`src/rtl/sram_imc_pkg.sv`:
```
// Shared FSM state types and CSR map for the SRAM IMC Wishbone controller.
package sram_imc_pkg;

  typedef enum logic [1:0] {IDLE, MEM_RD, MEM_WR, ACK} bus_state_e;
  typedef enum logic [1:0] {I_IDLE, I_VCLP, I_RUN} imc_state_e;

  localparam logic [1:0] CSR_CTRL   = 2'd0;
  localparam logic [1:0] CSR_STATUS = 2'd1;
  localparam logic [1:0] CSR_CYCLES = 2'd2;

  localparam int CTRL_MASK_W     = 8;
  localparam int CTRL_IRQ_EN_BIT = 30;
  localparam int CTRL_START_BIT  = 31;
  localparam int STAT_BUSY_BIT   = 0;
  localparam int STAT_DONE_BIT   = 1;
  localparam int STAT_ERR_BIT    = 2;

endpackage

```
`src/rtl/sram_imc_seq.sv`:
```
// IMC compute sequencer: clamp precharge, then compute enable on the latched
// bank mask, with a wrapping count of completed runs.
//
//   state  | meaning
//   I_IDLE | waiting for a start with a nonzero mask
//   I_VCLP | clamp precharge, imc_vclp_en only
//   I_RUN  | clamp held, imc_en driven with the latched mask
module sram_imc_seq
  import sram_imc_pkg::*;
#(
  parameter int NUM_BANKS   = 4,
  parameter int VCLP_CYCLES = 4,
  parameter int IMC_CYCLES  = 8
) (
  input  logic                 clk_i,
  input  logic                 rst_i,
  input  logic                 start_i,
  input  logic [NUM_BANKS-1:0] mask_i,
  output logic                 busy_o,
  output logic                 done_pulse_o,
  output logic                 imc_vclp_en_o,
  output logic [NUM_BANKS-1:0] imc_en_o,
  output logic [15:0]          cycles_o
);

  localparam int MAXC  = (VCLP_CYCLES > IMC_CYCLES) ? VCLP_CYCLES : IMC_CYCLES;
  localparam int CNT_W = (MAXC > 1) ? $clog2(MAXC) : 1;

  imc_state_e           state_q;
  logic [CNT_W-1:0]     cnt_q;
  logic [NUM_BANKS-1:0] mask_q;
  logic                 vclp_q;
  logic [NUM_BANKS-1:0] en_q;
  logic [15:0]          cycles_q;

  always_ff @(posedge clk_i) begin
    if (rst_i) begin
      state_q  <= I_IDLE;
      cnt_q    <= '0;
      mask_q   <= '0;
      vclp_q   <= 1'b0;
      en_q     <= '0;
      cycles_q <= '0;
    end else begin
      case (state_q)
        I_IDLE: begin
          if (start_i && (mask_i != '0)) begin
            state_q <= I_VCLP;
            cnt_q   <= CNT_W'(VCLP_CYCLES - 1);
            mask_q  <= mask_i;
            vclp_q  <= 1'b1;
          end
        end
        I_VCLP: begin
          if (cnt_q == '0) begin
            state_q <= I_RUN;
            cnt_q   <= CNT_W'(IMC_CYCLES - 1);
            en_q    <= mask_q;
          end else begin
            cnt_q <= cnt_q - CNT_W'(1);
          end
        end
        I_RUN: begin
          if (cnt_q == '0) begin
            state_q  <= I_IDLE;
            vclp_q   <= 1'b0;
            en_q     <= '0;
            cycles_q <= cycles_q + 16'd1;
          end else begin
            cnt_q <= cnt_q - CNT_W'(1);
          end
        end
        default: state_q <= I_IDLE;
      endcase
    end
  end

  // Combinational so the CSR done bit lands on the same edge the run ends.
  assign done_pulse_o  = (state_q == I_RUN) && (cnt_q == '0);
  assign busy_o        = (state_q != I_IDLE);
  assign imc_vclp_en_o = vclp_q;
  assign imc_en_o      = en_q;
  assign cycles_o      = cycles_q;

endmodule

```
`src/rtl/sram_imc_wb_ctrl.sv`:
```
// Wishbone slave for NUM_BANKS SRAM IMC macros: address decode, bus FSM,
// CSRs and read mux; the compute sequence lives in sram_imc_seq.
//
//   state  | meaning
//   IDLE   | accepting requests, stalls memory access to busy masked banks
//   MEM_RD | read strobe issued, counting read wait states
//   MEM_WR | write strobe issued
//   ACK    | one-cycle acknowledge
module sram_imc_wb_ctrl
  import sram_imc_pkg::*;
#(
  parameter int          NUM_BANKS   = 4,
  parameter int          ADDR_W      = 6,
  parameter logic [31:0] BASE_ADDR   = 32'h3000_0000,
  parameter int          RD_WAIT     = 2,
  parameter int          VCLP_CYCLES = 4,
  parameter int          IMC_CYCLES  = 8
) (
  input  logic                   wb_clk_i,
  input  logic                   wb_rst_i,
  input  logic                   wbs_cyc_i,
  input  logic                   wbs_stb_i,
  input  logic                   wbs_we_i,
  input  logic [3:0]             wbs_sel_i,
  input  logic [31:0]            wbs_adr_i,
  input  logic [31:0]            wbs_dat_i,
  output logic                   wbs_ack_o,
  output logic [31:0]            wbs_dat_o,
  output logic [NUM_BANKS-1:0]   mem_en,
  output logic                   mem_we,
  output logic [3:0]             mem_wmask,
  output logic [ADDR_W-1:0]      mem_addr,
  output logic [31:0]            mem_wdata,
  input  logic [32*NUM_BANKS-1:0] mem_rdata,
  output logic                   imc_vclp_en,
  output logic [NUM_BANKS-1:0]   imc_en,
  output logic                   irq
);

  localparam int BANK_W = (NUM_BANKS > 1) ? $clog2(NUM_BANKS) : 1;
  localparam logic [7:0] BANK_VALID = 8'((1 << NUM_BANKS) - 1);

  bus_state_e           state_q;
  logic                 ack_q, mem_we_q, start_q, irq_en_q, done_q, err_q;
  logic [31:0]          dat_q, mem_wdata_q;
  logic [NUM_BANKS-1:0] mem_en_q;
  logic [3:0]           mem_wmask_q;
  logic [ADDR_W-1:0]    mem_addr_q;
  logic [BANK_W-1:0]    bank_q;
  logic [2:0]           wait_q;
  logic [7:0]           ctrl_mask_q;

  logic                 busy, done_pulse;
  logic [15:0]          cycles;
  logic                 req, hit, is_csr, oor, idle_req;
  logic                 csr_wr, ctrl_wr, stat_wr, bad_acc, start_d, zero_start;
  logic [BANK_W-1:0]    bank;
  logic [NUM_BANKS-1:0] bank_oh;
  logic [7:0]           eff_mask;
  logic [31:0]          csr_rdata_d, rd_slice;
  logic                 unused_bits;

  assign req      = wbs_cyc_i & wbs_stb_i;
  assign idle_req = (state_q == IDLE) && req;
  assign hit      = (wbs_adr_i[31:24] == BASE_ADDR[31:24]);
  assign is_csr   = wbs_adr_i[20];
  assign bank     = wbs_adr_i[ADDR_W+BANK_W+1:ADDR_W+2];
  assign oor      = (32'(bank) >= NUM_BANKS);
  assign bank_oh  = NUM_BANKS'(1) << bank;
  assign rd_slice = mem_rdata[{bank_q, 5'b0} +: 32];
  assign unused_bits = ^{wbs_adr_i, wbs_dat_i};

  assign csr_wr     = idle_req && hit && is_csr && wbs_we_i;
  assign ctrl_wr    = csr_wr && (wbs_adr_i[3:2] == CSR_CTRL);
  assign stat_wr    = csr_wr && (wbs_adr_i[3:2] == CSR_STATUS);
  assign bad_acc    = idle_req && (!hit || (!is_csr && oor));
  assign eff_mask   = wbs_dat_i[CTRL_MASK_W-1:0] & BANK_VALID;
  assign start_d    = ctrl_wr && wbs_dat_i[CTRL_START_BIT] && !busy && (eff_mask != '0);
  assign zero_start = ctrl_wr && wbs_dat_i[CTRL_START_BIT] && !busy && (eff_mask == '0);

  always_comb begin
    csr_rdata_d = '0;
    case (wbs_adr_i[3:2])
      CSR_CTRL: begin
        csr_rdata_d[CTRL_MASK_W-1:0]  = ctrl_mask_q;
        csr_rdata_d[CTRL_IRQ_EN_BIT]  = irq_en_q;
      end
      CSR_STATUS: begin
        csr_rdata_d[STAT_BUSY_BIT] = busy;
        csr_rdata_d[STAT_DONE_BIT] = done_q;
        csr_rdata_d[STAT_ERR_BIT]  = err_q;
      end
      CSR_CYCLES: csr_rdata_d[15:0] = cycles;
      default: csr_rdata_d = '0;
    endcase
  end

  always_ff @(posedge wb_clk_i) begin
    if (wb_rst_i) begin
      state_q     <= IDLE;
      ack_q       <= 1'b0;
      dat_q       <= '0;
      mem_en_q    <= '0;
      mem_we_q    <= 1'b0;
      mem_wmask_q <= '0;
      mem_addr_q  <= '0;
      mem_wdata_q <= '0;
      bank_q      <= '0;
      wait_q      <= '0;
      ctrl_mask_q <= '0;
      irq_en_q    <= 1'b0;
      start_q     <= 1'b0;
      done_q      <= 1'b0;
      err_q       <= 1'b0;
    end else begin
      start_q  <= start_d;
      // A coincident set beats the W1C clear.
      done_q   <= done_pulse | (done_q & ~(stat_wr & wbs_dat_i[STAT_DONE_BIT]));
      err_q    <= bad_acc | zero_start | (err_q & ~(stat_wr & wbs_dat_i[STAT_ERR_BIT]));
      if (ctrl_wr) begin
        ctrl_mask_q <= wbs_dat_i[CTRL_MASK_W-1:0];
        irq_en_q    <= wbs_dat_i[CTRL_IRQ_EN_BIT];
      end
      ack_q    <= 1'b0;
      mem_en_q <= '0;
      mem_we_q <= 1'b0;
      case (state_q)
        IDLE: begin
          if (req) begin
            if (!hit || is_csr || oor) begin
              state_q <= ACK;
              ack_q   <= 1'b1;
              if (!wbs_we_i) dat_q <= (hit && is_csr) ? csr_rdata_d : '0;
            end else if (!(busy && ctrl_mask_q[bank])) begin
              state_q     <= wbs_we_i ? MEM_WR : MEM_RD;
              mem_en_q    <= bank_oh;
              mem_we_q    <= wbs_we_i;
              mem_addr_q  <= wbs_adr_i[ADDR_W+1:2];
              mem_wmask_q <= wbs_sel_i;
              mem_wdata_q <= wbs_dat_i;
              bank_q      <= bank;
              wait_q      <= 3'(RD_WAIT);
            end
          end
        end
        MEM_WR: begin
          state_q <= ACK;
          ack_q   <= 1'b1;
        end
        MEM_RD: begin
          if (wait_q == '0) begin
            dat_q   <= rd_slice;
            state_q <= ACK;
            ack_q   <= 1'b1;
          end else begin
            wait_q <= wait_q - 3'd1;
          end
        end
        ACK:     state_q <= IDLE;
        default: state_q <= IDLE;
      endcase
    end
  end

  sram_imc_seq #(
    .NUM_BANKS  (NUM_BANKS),
    .VCLP_CYCLES(VCLP_CYCLES),
    .IMC_CYCLES (IMC_CYCLES)
  ) u_seq (
    .clk_i        (wb_clk_i),
    .rst_i        (wb_rst_i),
    .start_i      (start_q),
    .mask_i       (ctrl_mask_q[NUM_BANKS-1:0]),
    .busy_o       (busy),
    .done_pulse_o (done_pulse),
    .imc_vclp_en_o(imc_vclp_en),
    .imc_en_o     (imc_en),
    .cycles_o     (cycles)
  );

  assign wbs_ack_o = ack_q;
  assign wbs_dat_o = dat_q;
  assign mem_en    = mem_en_q;
  assign mem_we    = mem_we_q;
  assign mem_wmask = mem_wmask_q;
  assign mem_addr  = mem_addr_q;
  assign mem_wdata = mem_wdata_q;
  assign irq       = done_q & irq_en_q;

endmodule
```
`config.mk`:
```
export PLATFORM = sky130hd
export DESIGN_NAME = sram_imc_wb_ctrl
export DESIGN_NICKNAME = d
export VERILOG_FILES = /design/src/rtl/sram_imc_pkg.sv /design/src/rtl/sram_imc_seq.sv /design/src/rtl/sram_imc_wb_ctrl.sv
export SDC_FILE = /design/constraint.sdc
export NUM_CORES = 1
export LEC_CHECK = 0
export ABC_CLOCK_PERIOD_IN_PS = 2600
export BUFFER_PORTS_ARGS = -buffer_cell sky130_fd_sc_hd__buf_2
export CAP_MARGIN = 10
export CORE_MARGIN = 2
export CORE_UTILIZATION = 48
export CTS_CLUSTER_DIAMETER = 50
export DETAILED_ROUTE_END_ITERATION = 16
export PLACE_DENSITY = 0.92
export SYNTH_ARGS = -nofsm -noshare
export SYNTH_HDL_FRONTEND = slang
export SYNTH_SLANG_ARGS = --single-unit
```
`constraint.sdc`:
```
create_clock -name wb_clk_i -period 2.6 [get_ports wb_clk_i]
set_input_delay 0.26 -clock wb_clk_i [delete_from_list [all_inputs] [get_ports wb_clk_i]]
set_output_delay 0.26 -clock wb_clk_i [all_outputs]
set_load 0.005 [all_outputs]
```
Yosys cells after proc, flatten, opt, wreduce, memory -nomap -nowiden
Index checks and enable logic that the tools add are counted.
Widths: inputs -> output; s select.
Storage, ports and cells
  word-level logic and storage cells: 145
  register bits: 129
  memories kept: 0
  latch bits: 0
  output and inout port bits: 86
  ROM bits: 0
  RAM bits: 0
Operators by class
  shifts and indexed selects: 2
  reductions and logical operators: 42
  div/mod/pow operators: 0
  bitwise gates (word level): 15
  magnitude comparators: 1
  multipliers: 0
  muxes and demuxes: 41
  $add $sub $neg: 3
  equality and inequality tests: 20
Operator list (number)
  $mux 32: 4
  $shiftx 128x8->32: 1
  $pmux 32 s2: 1
  $mux 31: 1
  $mux 3: 7
  $pmux 3 s3: 2
  $add 16x1->16 const B: 1
  $mux 2: 8
  $logic_and 1x1->1: 15
  $reduce_and 3->1: 5
  $ne 2x2->1 const B: 7
  $pmux 5 s2: 1
  $reduce_and 5->1: 2
  $eq 2x2->1 const B: 4
  $eq 8x6->1 const B: 1
  $logic_not 8->1: 1
  $mux 4: 2
  $mux 8: 1
  $ne 2x1->1 const B: 4
  $pmux 2 s4: 1
  $pmux 4 s2: 1
  $reduce_bool 2->1: 4
  $reduce_bool 8->1: 1
  $mux 1: 7
  22 further kinds: 42

Depth between registers and ports, before layout
Gate-level depths: netlist of run 1.
  word-level depth: 11
  depth in mapped cells: 8

By module
From an unflattened synthesis of run 1, not the netlist that was laid out.
Unflattened totals
  cell total of the unflattened synthesis: 673
  area, all modules: 6329.8 um^2
Modules (own cells, without submodules)
  sram_imc_wb_ctrl: seq. area each 1981.9 um^2, times used 1, cells each 508, area an instance 4860.9 um^2
  sram_imc_seq: seq. area each 600.6 um^2, times used 1, cells each 165, area an instance 1468.9 um^2

Least setup slack after synthesis of run 1
No wires, ideal clock.
  path type: register to register
  from: register state_q[0]
  to: register dat_q[2] (netlist: wbs_dat_o[2])
  path slack: 600 ps
  data required time: 2509 ps
  arrival: 1910 ps
  stages on the path, launching flop included: 8
  setup time: 91 ps
  clock period less this slack: 2000 ps
  cell sequence: dfxtp_1 -> inv_1 -> ha_1 -> nor2b_1 -> o221a_2 -> buf_1 -> a21oi_1 -> a311oi_1
On the way
  word-level cells in the longest chain between the ends: 3
  elaborated cells on any way between the ends: 9
  those cells by class: eq/ne: 5; mux: 1; reduce/logical: 3
Ends and longest elaborated chain
  start, declared: RTL line sram_imc_wb_ctrl.sv:43  | bus_state_e state_q;
  start signal, assigned: RTL line sram_imc_wb_ctrl.sv:135  | state_q <= wbs_we_i ? MEM_WR : MEM_RD;
  $eq 2x1->1 or $logic_not 2->1 (tied branches): RTL line sram_imc_wb_ctrl.sv:127  | case (state_q)
  $ne 2x2->1 (no line), or another cell as far along
  $reduce_and 5->1 (no line)
  end signal, assigned: RTL line sram_imc_wb_ctrl.sv:133  | if (!wbs_we_i) dat_q <= (hit && is_csr) ? csr_rdata_d : '0;
  end signal, assigned: RTL line sram_imc_wb_ctrl.sv:152  | dat_q <= rd_slice;
  end, declared: RTL line sram_imc_wb_ctrl.sv:45  | logic [31:0] dat_q, mem_wdata_q;
Parallel ways exist; a longest one is shown, timed or not.
A chain may end at the register's enable or synchronous reset.

Final worst setup path of run 1
Ends and elaborated chain as after synthesis.

==> metrics.yaml, run 1 <==
status:
  status: "completed"
power_and_ir_drop:
  peakVddDrop_v: 0.0006145
  p_int_w: 0.004450
  power_frac_comb_pct: 22.9
  pwr-share-seq_pct: 36.0
  power_density_nw_per_um2: 711.3
  total_power_w: 0.006200
  p_switching_w: 0.001750
  p_leak_nw: 3.621
  power_frac_clock_pct: 41.0
  switching_share_pct: 28.23
timing:
  rsz0062_at_grt: "no"
  hold_viol_final: 0
  setup_violations: 0
  whs_ns: 0.09892
  worst_clock_skew_ns: 0.008766
  slew_headroom_pct: 47.55
  timing.final.ws_setup_ns: 0.2606
  fin_crit_ns: 2.339
  finalSetupTns_ns: 0
  fmax_mhz: 427.5
  finalCritPeriodShare_pct: 89.98
  slew_viol_final: 0
  worstMarginPinSlew_ns: 0.7867
worst_setup_path:
  crit_path_max_fanout: 17
  crit_arrival_ns: 2.58
  start_kind: "flip-flop"
  crit_start: "state_q[0]$_SDFFE_PP0P_"
  crit_chain: "inv_1 > ha_1 > nor2b_1 > o221ai_1 > nor2_2 > a311oi_1"
  critPathRequiredTime_ns: 2.84
  max_stage_delay_ns: 0.64
  cp_slowest_cell: "nor2_2"
  crit_path_end_kind: "flip-flop"
  r2r_start: "state_q[0]$_SDFFE_PP0P_"
  crit_type: "flip-flop to flip-flop"
  rr_worst_depth: 6
route:
  wl_um: 21130
  ant_nets: 0
  drt_iter0_drc: 628
  drcViolationCount: 0
  dr.pass1.iters: 7
  num_vias: 6907
  post_drt_wl_per_cell_um: 18.42
  vias_per_cell: 6.022
layout:
  regArea_um2: 2584
  drive_gt1_share_pct: 38.62
  final_cells: 1147
  layout_common_cells: "buf_2 (270), dfxtp_1 (128), a21oi_1 (92)"
  multiInputGateArea_um2: 3647
  antenna_cells: 0
  syn_to_final_growth_pct: 32.84
  final_nets: 1174
  layout_commonest_cell: "buf_2"
  fill_cells: 1086
place:
  dp_cells: 1116
  routabilityCongestion: 0.8437
  place_ws_ns: 0.2759
  hpwl_um: 15100
  portBuffers: 271
clocking:
  cts_num_sinks: 129
  clock_path_buffers: 2
  cts_tree: "yes"
  numCtsBuffers: 17
  postCtsSetupBuffers: 0
  hold_buffers: 0
  htree_levels: 4
  clock_latency_ns: 0.41
  cts_resized: 0
  clockRootBuffer: "clkbuf_16"
  clkTransAtPathRegs_ns: 0.06
global_route:
  antenna_found_initial: 0
  grt_pass1_wl_um: 33200
  overflow: 0
  grt_pass1_vias: 6756
  grt_max_degree: 74
  grt_usage_pct: 28.76
min_path:
  hold_depth: 3
  hold_class: "primary input to flip-flop"
  worstHoldStart: "wbs_sel_i[1]"
synth:
  synth_xor_area_share_pct: 1.335
  synth_fa_ha_area_share_pct: 2.670
  synth.area.mux_share_pct: 14.17
  syn_nets: 923
  synth-simple-area-share_pct: 16.30
  netlist_instances: 708
  ys_types: 61
  synth_edf_count: 0
  ys_seq_area_share_pct: 39.36
  syn_area_um2: 6561
  syn_area_per_cell_um2: 9.267
  ys_warn_count: 0
  synth_compound_area_share_pct: 21.11
  synthFlopType: "dfxtp_1"
  ys_ff_latch: 129
  synth_top_family_by_area: "compound AO/OA/AOI/OAI gates"
  async_flop_share_pct: 0
floorplan:
  placementRows: 42
  core_um2: 13300
  io_pins: 287
  dieArea_um2: 14620
  die_w_um: 120.9
  die_h_um: 120.9
  initial_utilization_pct: 49.35
flow_run:
  drv_cap: 0
-- synthesized netlist by cell type (4+ instances only) --
| library cell | n | share of area [%] |
|---|---|---|
| nor4_1 | 8 | 0.76 |
| inv_1 | 16 | 0.92 |
| and3_1 | 4 | 0.38 |
| nand3_1 | 54 | 4.1 |
| a22oi_1 | 17 | 1.9 |
| nand2b_1 | 4 | 0.38 |
| a21oi_1 | 92 | 7.0 |
| nor3_1 | 8 | 0.61 |
| or3_1 | 5 | 0.48 |
| ha_1 | 14 | 2.7 |
| mux2i_1 | 13 | 2.0 |
| nor2_1 | 35 | 2.0 |
| a21oi_2 | 6 | 0.80 |
| o21ai_0 | 65 | 5.0 |
| buf_2 | 12 | 0.92 |
| o2bb2ai_1 | 4 | 0.53 |
| dfxtp_1 | 129 | 39 |
| a311oi_1 | 8 | 1.1 |
| clkbuf_1 | 43 | 2.5 |
| nand2_1 | 28 | 1.6 |
| xnor2_1 | 9 | 1.2 |
| a211oi_1 | 16 | 1.8 |
| mux2_2 | 5 | 0.86 |
| and4_1 | 4 | 0.53 |
| nand4_1 | 18 | 1.7 |
| mux4_2 | 33 | 11 |
| nor2b_1 | 7 | 0.67 |
-- per-stage QoR --
stage               utilization [%]  area [µm²]
floorplan                         -        6561
finish                        65.56        8716
global placement              60.75        8077
global route                  65.56        8716
CTS                           65.56        8716
detailed placement            60.75        8077
-- cell families (layout without fill, tap and decap cells) --
kind of cell,count (synthesis),after routing
compound gates,230,230
simple gates,196,196
flops,129,129
buf+inv,78,341
mux,51,51
fa+ha+maj,14,14
xor+xnor,10,10
-- layer usage --
layer	part of all wire (%)	wire length [µm]	global-route usage, %
met5	0	0	0
met4	3.5	741	12.50
met3	8.0	1697	6.532
met2	50	10540	48.14
met1	39	8151	35.44
-- worst max-delay path, delay by kind of cell, from the launching register on --
| family | cells | cell delay, ns |
|---|---|---|
| DFF | 1 | 0.35 |
| adders and majority gates | 1 | 0.26 |
| AOI/OAI and AO/OA | 2 | 0.44 |
| buffers and inverters | 1 | 0.10 |
| and+or+nand+nor | 2 | 1.02 |
-- final timing paths --
path,to,slack [ns]
setup / recovery,wbs_dat_o[2]$_SDFFE_PP0P_,0.26
hold / removal,mem_wmask[1]$_SDFFE_PP0P_,0.1
setup reg to reg,wbs_dat_o[2]$_SDFFE_PP0P_,0.26
hold reg to reg,u_seq.mask_q[3]$_SDFFE_PP0P_,0.47
-- flip-flops by register name (all words and copies together) (netlist names), 3 cells and up --
name            count
mem_en              4
mem_wmask           4
wbs_dat_o          32
wait_q              3
mem_wdata          32
u_seq.cnt_q         3
u_seq.imc_en_o      4
mem_addr            6
u_seq.cycles_o     16
ctrl_mask_q         8
u_seq.mask_q        4
-- layout make-up --
class	count	share of cell area [%]
Timing Repair Buffer	293	17.92
Tap cell	176	2.527
Inverter	17	0.7321
Clock inverter	8	1.737
Sequential cell	129	29.64
Clock buffer	23	5.599
Multi-Input combinational cell	501	41.85
-- power by group through the flow --
stage / sequential (W) / combinational (W) / clock [W]
2_1_floorplan: 0.00227 / 0.000835 / 0
3_3_place_gp: 0.00226 / 0.00134 / 0
3_5_place_dp: 0.00226 / 0.00140 / 0
4_1_cts: 0.00223 / 0.00141 / 0.00258
5_1_grt: 0.00225 / 0.00155 / 0.00266
6_report: 0.00223 / 0.00142 / 0.00254
No activity file was read; power rests on OpenSTA's default activity.
==> run 2: changes to the inputs <==
- GPL_ROUTABILITY_DRIVEN: not set -> 0
- REMOVE_ABC_BUFFERS: not set -> 1
==> run 2 against run 1 <==
Effect of this change:
- cell area fell by 0.42%
- clock skew rose by 0.0048 ns
- fmax rose by 4.2%
- combinational power barely moved
- critical path depth rose by 1
- utilization fell by 0.27 points
- critical path type unchanged
==> metrics.yaml, run 2 (synthesis gave the netlist of run 1 again) <==
status:
  status: "completed"
layout:
  syn_to_final_growth_pct: 32.28
  final_nets: 1174  # unchanged
  antenna_cells: 0  # unchanged
  fill_cells: 1070  # -1.5%
  layout_common_cells: "buf_2 (270), dfxtp_1 (127), a21oi_1 (92)"
  drive_gt1_share_pct: 38.79  # +0.17 points
  layout_commonest_cell: "buf_2"
  fin_util_pct: 65.28  # -0.27 points
clocking:
  clock_latency_ns: 0.42  # about the same
  numCtsBuffers: 17  # unchanged
  clkTransAtPathRegs_ns: 0.06  # about the same
  cts_tree: "yes"
  htree_levels: 4  # unchanged
  clockRootBuffer: "clkbuf_16"
  hold_buffers: 0  # unchanged
  cts_num_sinks: 129  # unchanged
  postCtsSetupBuffers: 0  # unchanged
  clock_path_buffers: 2  # unchanged
  cts_resized: 0  # unchanged
floorplan:
  die_h_um: 120.9  # unchanged
  placementRows: 42  # unchanged
  core_um2: 13300  # unchanged
  io_pins: 287  # unchanged
  initial_utilization_pct: 49.35  # unchanged
  die_w_um: 120.9  # unchanged
  dieArea_um2: 14620  # unchanged
flow_run:
  drv_cap: 0  # unchanged
route:
  drt_iter0_drc: 523  # -17%
  num_vias: 6894  # -0.19%
  drcViolationCount: 0  # unchanged
  post_drt_wl_per_cell_um: 18.56  # +0.73%
  ant_nets: 0  # unchanged
  dr.pass1.iters: 5  # -2
  vias_per_cell: 6.005  # -0.28%
  wl_um: 21310  # +0.82%
place:
  hpwl_um: 14870  # -1.5%
  portBuffers: 271  # unchanged
timing:
  setup_violations: 0  # unchanged
  rsz0062_at_grt: "no"
  hold_viol_final: 0  # unchanged
  finalCritPeriodShare_pct: 86.38  # -3.6 points
  whs_ns: 0.07630  # -0.02262 ns
  slew_viol_final: 0  # unchanged
  fin_crit_ns: 2.246  # -0.09360 ns
  worst_clock_skew_ns: 0.01356  # +0.004792 ns
  worstMarginPinSlew_ns: 0.9804  # +0.1937 ns
  slew_headroom_pct: 34.64  # -13 points
  fmax_mhz: 445.3  # +4.2%
worst_setup_path:
  start_kind: "flip-flop"
  crit_arrival_ns: 2.57  # about the same
  crit_type: "flip-flop to flip-flop"
  r2r_start: "state_q[0]$_SDFFE_PP0P_"
  crit_path_max_fanout: 32  # +15
  critPathRequiredTime_ns: 2.92  # +0.08 ns
  crit_path_end_kind: "flip-flop"
  crit_start: "state_q[0]$_SDFFE_PP0P_"
min_path:
  worstHoldStart: "wbs_adr_i[9]"
  hold_class: "primary input to flip-flop"
power_and_ir_drop:
  power_density_nw_per_um2: 694.8  # -2.3%
  p_leak_nw: 3.601  # -0.54%
  peakVddDrop_v: 0.0006748  # +9.8%
global_route:
  grt_pass1_wl_um: 32400  # -2.4%
  overflow: 0  # unchanged
  grt_usage_pct: 28.31  # -0.45 points
  antenna_found_initial: 1  # +1
  grt_max_degree: 71  # -4.1%
  grt_pass1_vias: 6529  # -3.4%
run 2: worst paths after layout:
path / slack, ns / cells past startpoint / end
worst max-delay path: 0.35 / 7 / wbs_dat_o[1]$_SDFFE_PP0P_
worst min-delay path: 0.08 / 2 / mem_en[1]$_SDFF_PP0_
worst max register to register: 0.35 / 7 / wbs_dat_o[1]$_SDFFE_PP0P_
worst min register to register: 0.47 / 2 / u_seq.mask_q[3]$_SDFFE_PP0P_
run 2: stage by stage:
step / cells / power [W] / setup TNS, ns / setup WS [ns] / cell area, µm²
2_1_floorplan: 647 / 0.003038 / -3.095 / -0.1698 / 6294
3_3_place_gp: 1116 / 0.003605 / 0 / 0.3139 / 8090
3_5_place_dp: 1116 / 0.003655 / 0 / 0.2329 / 8090
4_1_cts: 1148 / 0.006027 / 0 / 0.1632 / 8675
5_1_grt: 1148 / 0.006284 / 0 / 0.1298 / 8680
6_report: 1148 / 0.006030 / 0 / 0.3542 / 8680
run 2: final cells by class:
| type | count | area [µm²] | area share, % |
|---|---|---|---|
| clock buffer | 19 | 432.9 | 4.988 |
| clock inverter | 13 | 151.4 | 1.744 |
| inverter | 17 | 63.81 | 0.7352 |
| multi-input combinational | 501 | 3652 | 42.08 |
| sequential | 129 | 2585 | 29.78 |
| timing repair buffer | 293 | 1574 | 18.13 |
| tap | 176 | 220.2 | 2.537 |
run 2: report_power, final:
part	internal (W)	switching (W)	leakage, nW
registers	0.00214	0.0000932	1.04
logic	0.000596	0.000822	2.28
clock network	0.00143	0.000947	0.277
total	0.00417	0.00186	3.60
run 2: layer usage:
layer	vias up	global-route usage (%)	wire, µm
li1	3189	-	-
met1	3265	34.42	8302
met2	379	46.63	10400
met3	59	7.284	1970
met4	2	13.66	621
met5	-	0	11
run 2: worst max-delay path: stages, from the launching register on:
cell and delay [ns]:
dfxtp_1 0.36, inv_1 0.10, ha_1 0.27, nor2b_1 0.41, o221a_2 0.28, buf_4 0.35, a21oi_1 0.12, a311oi_1 0.24
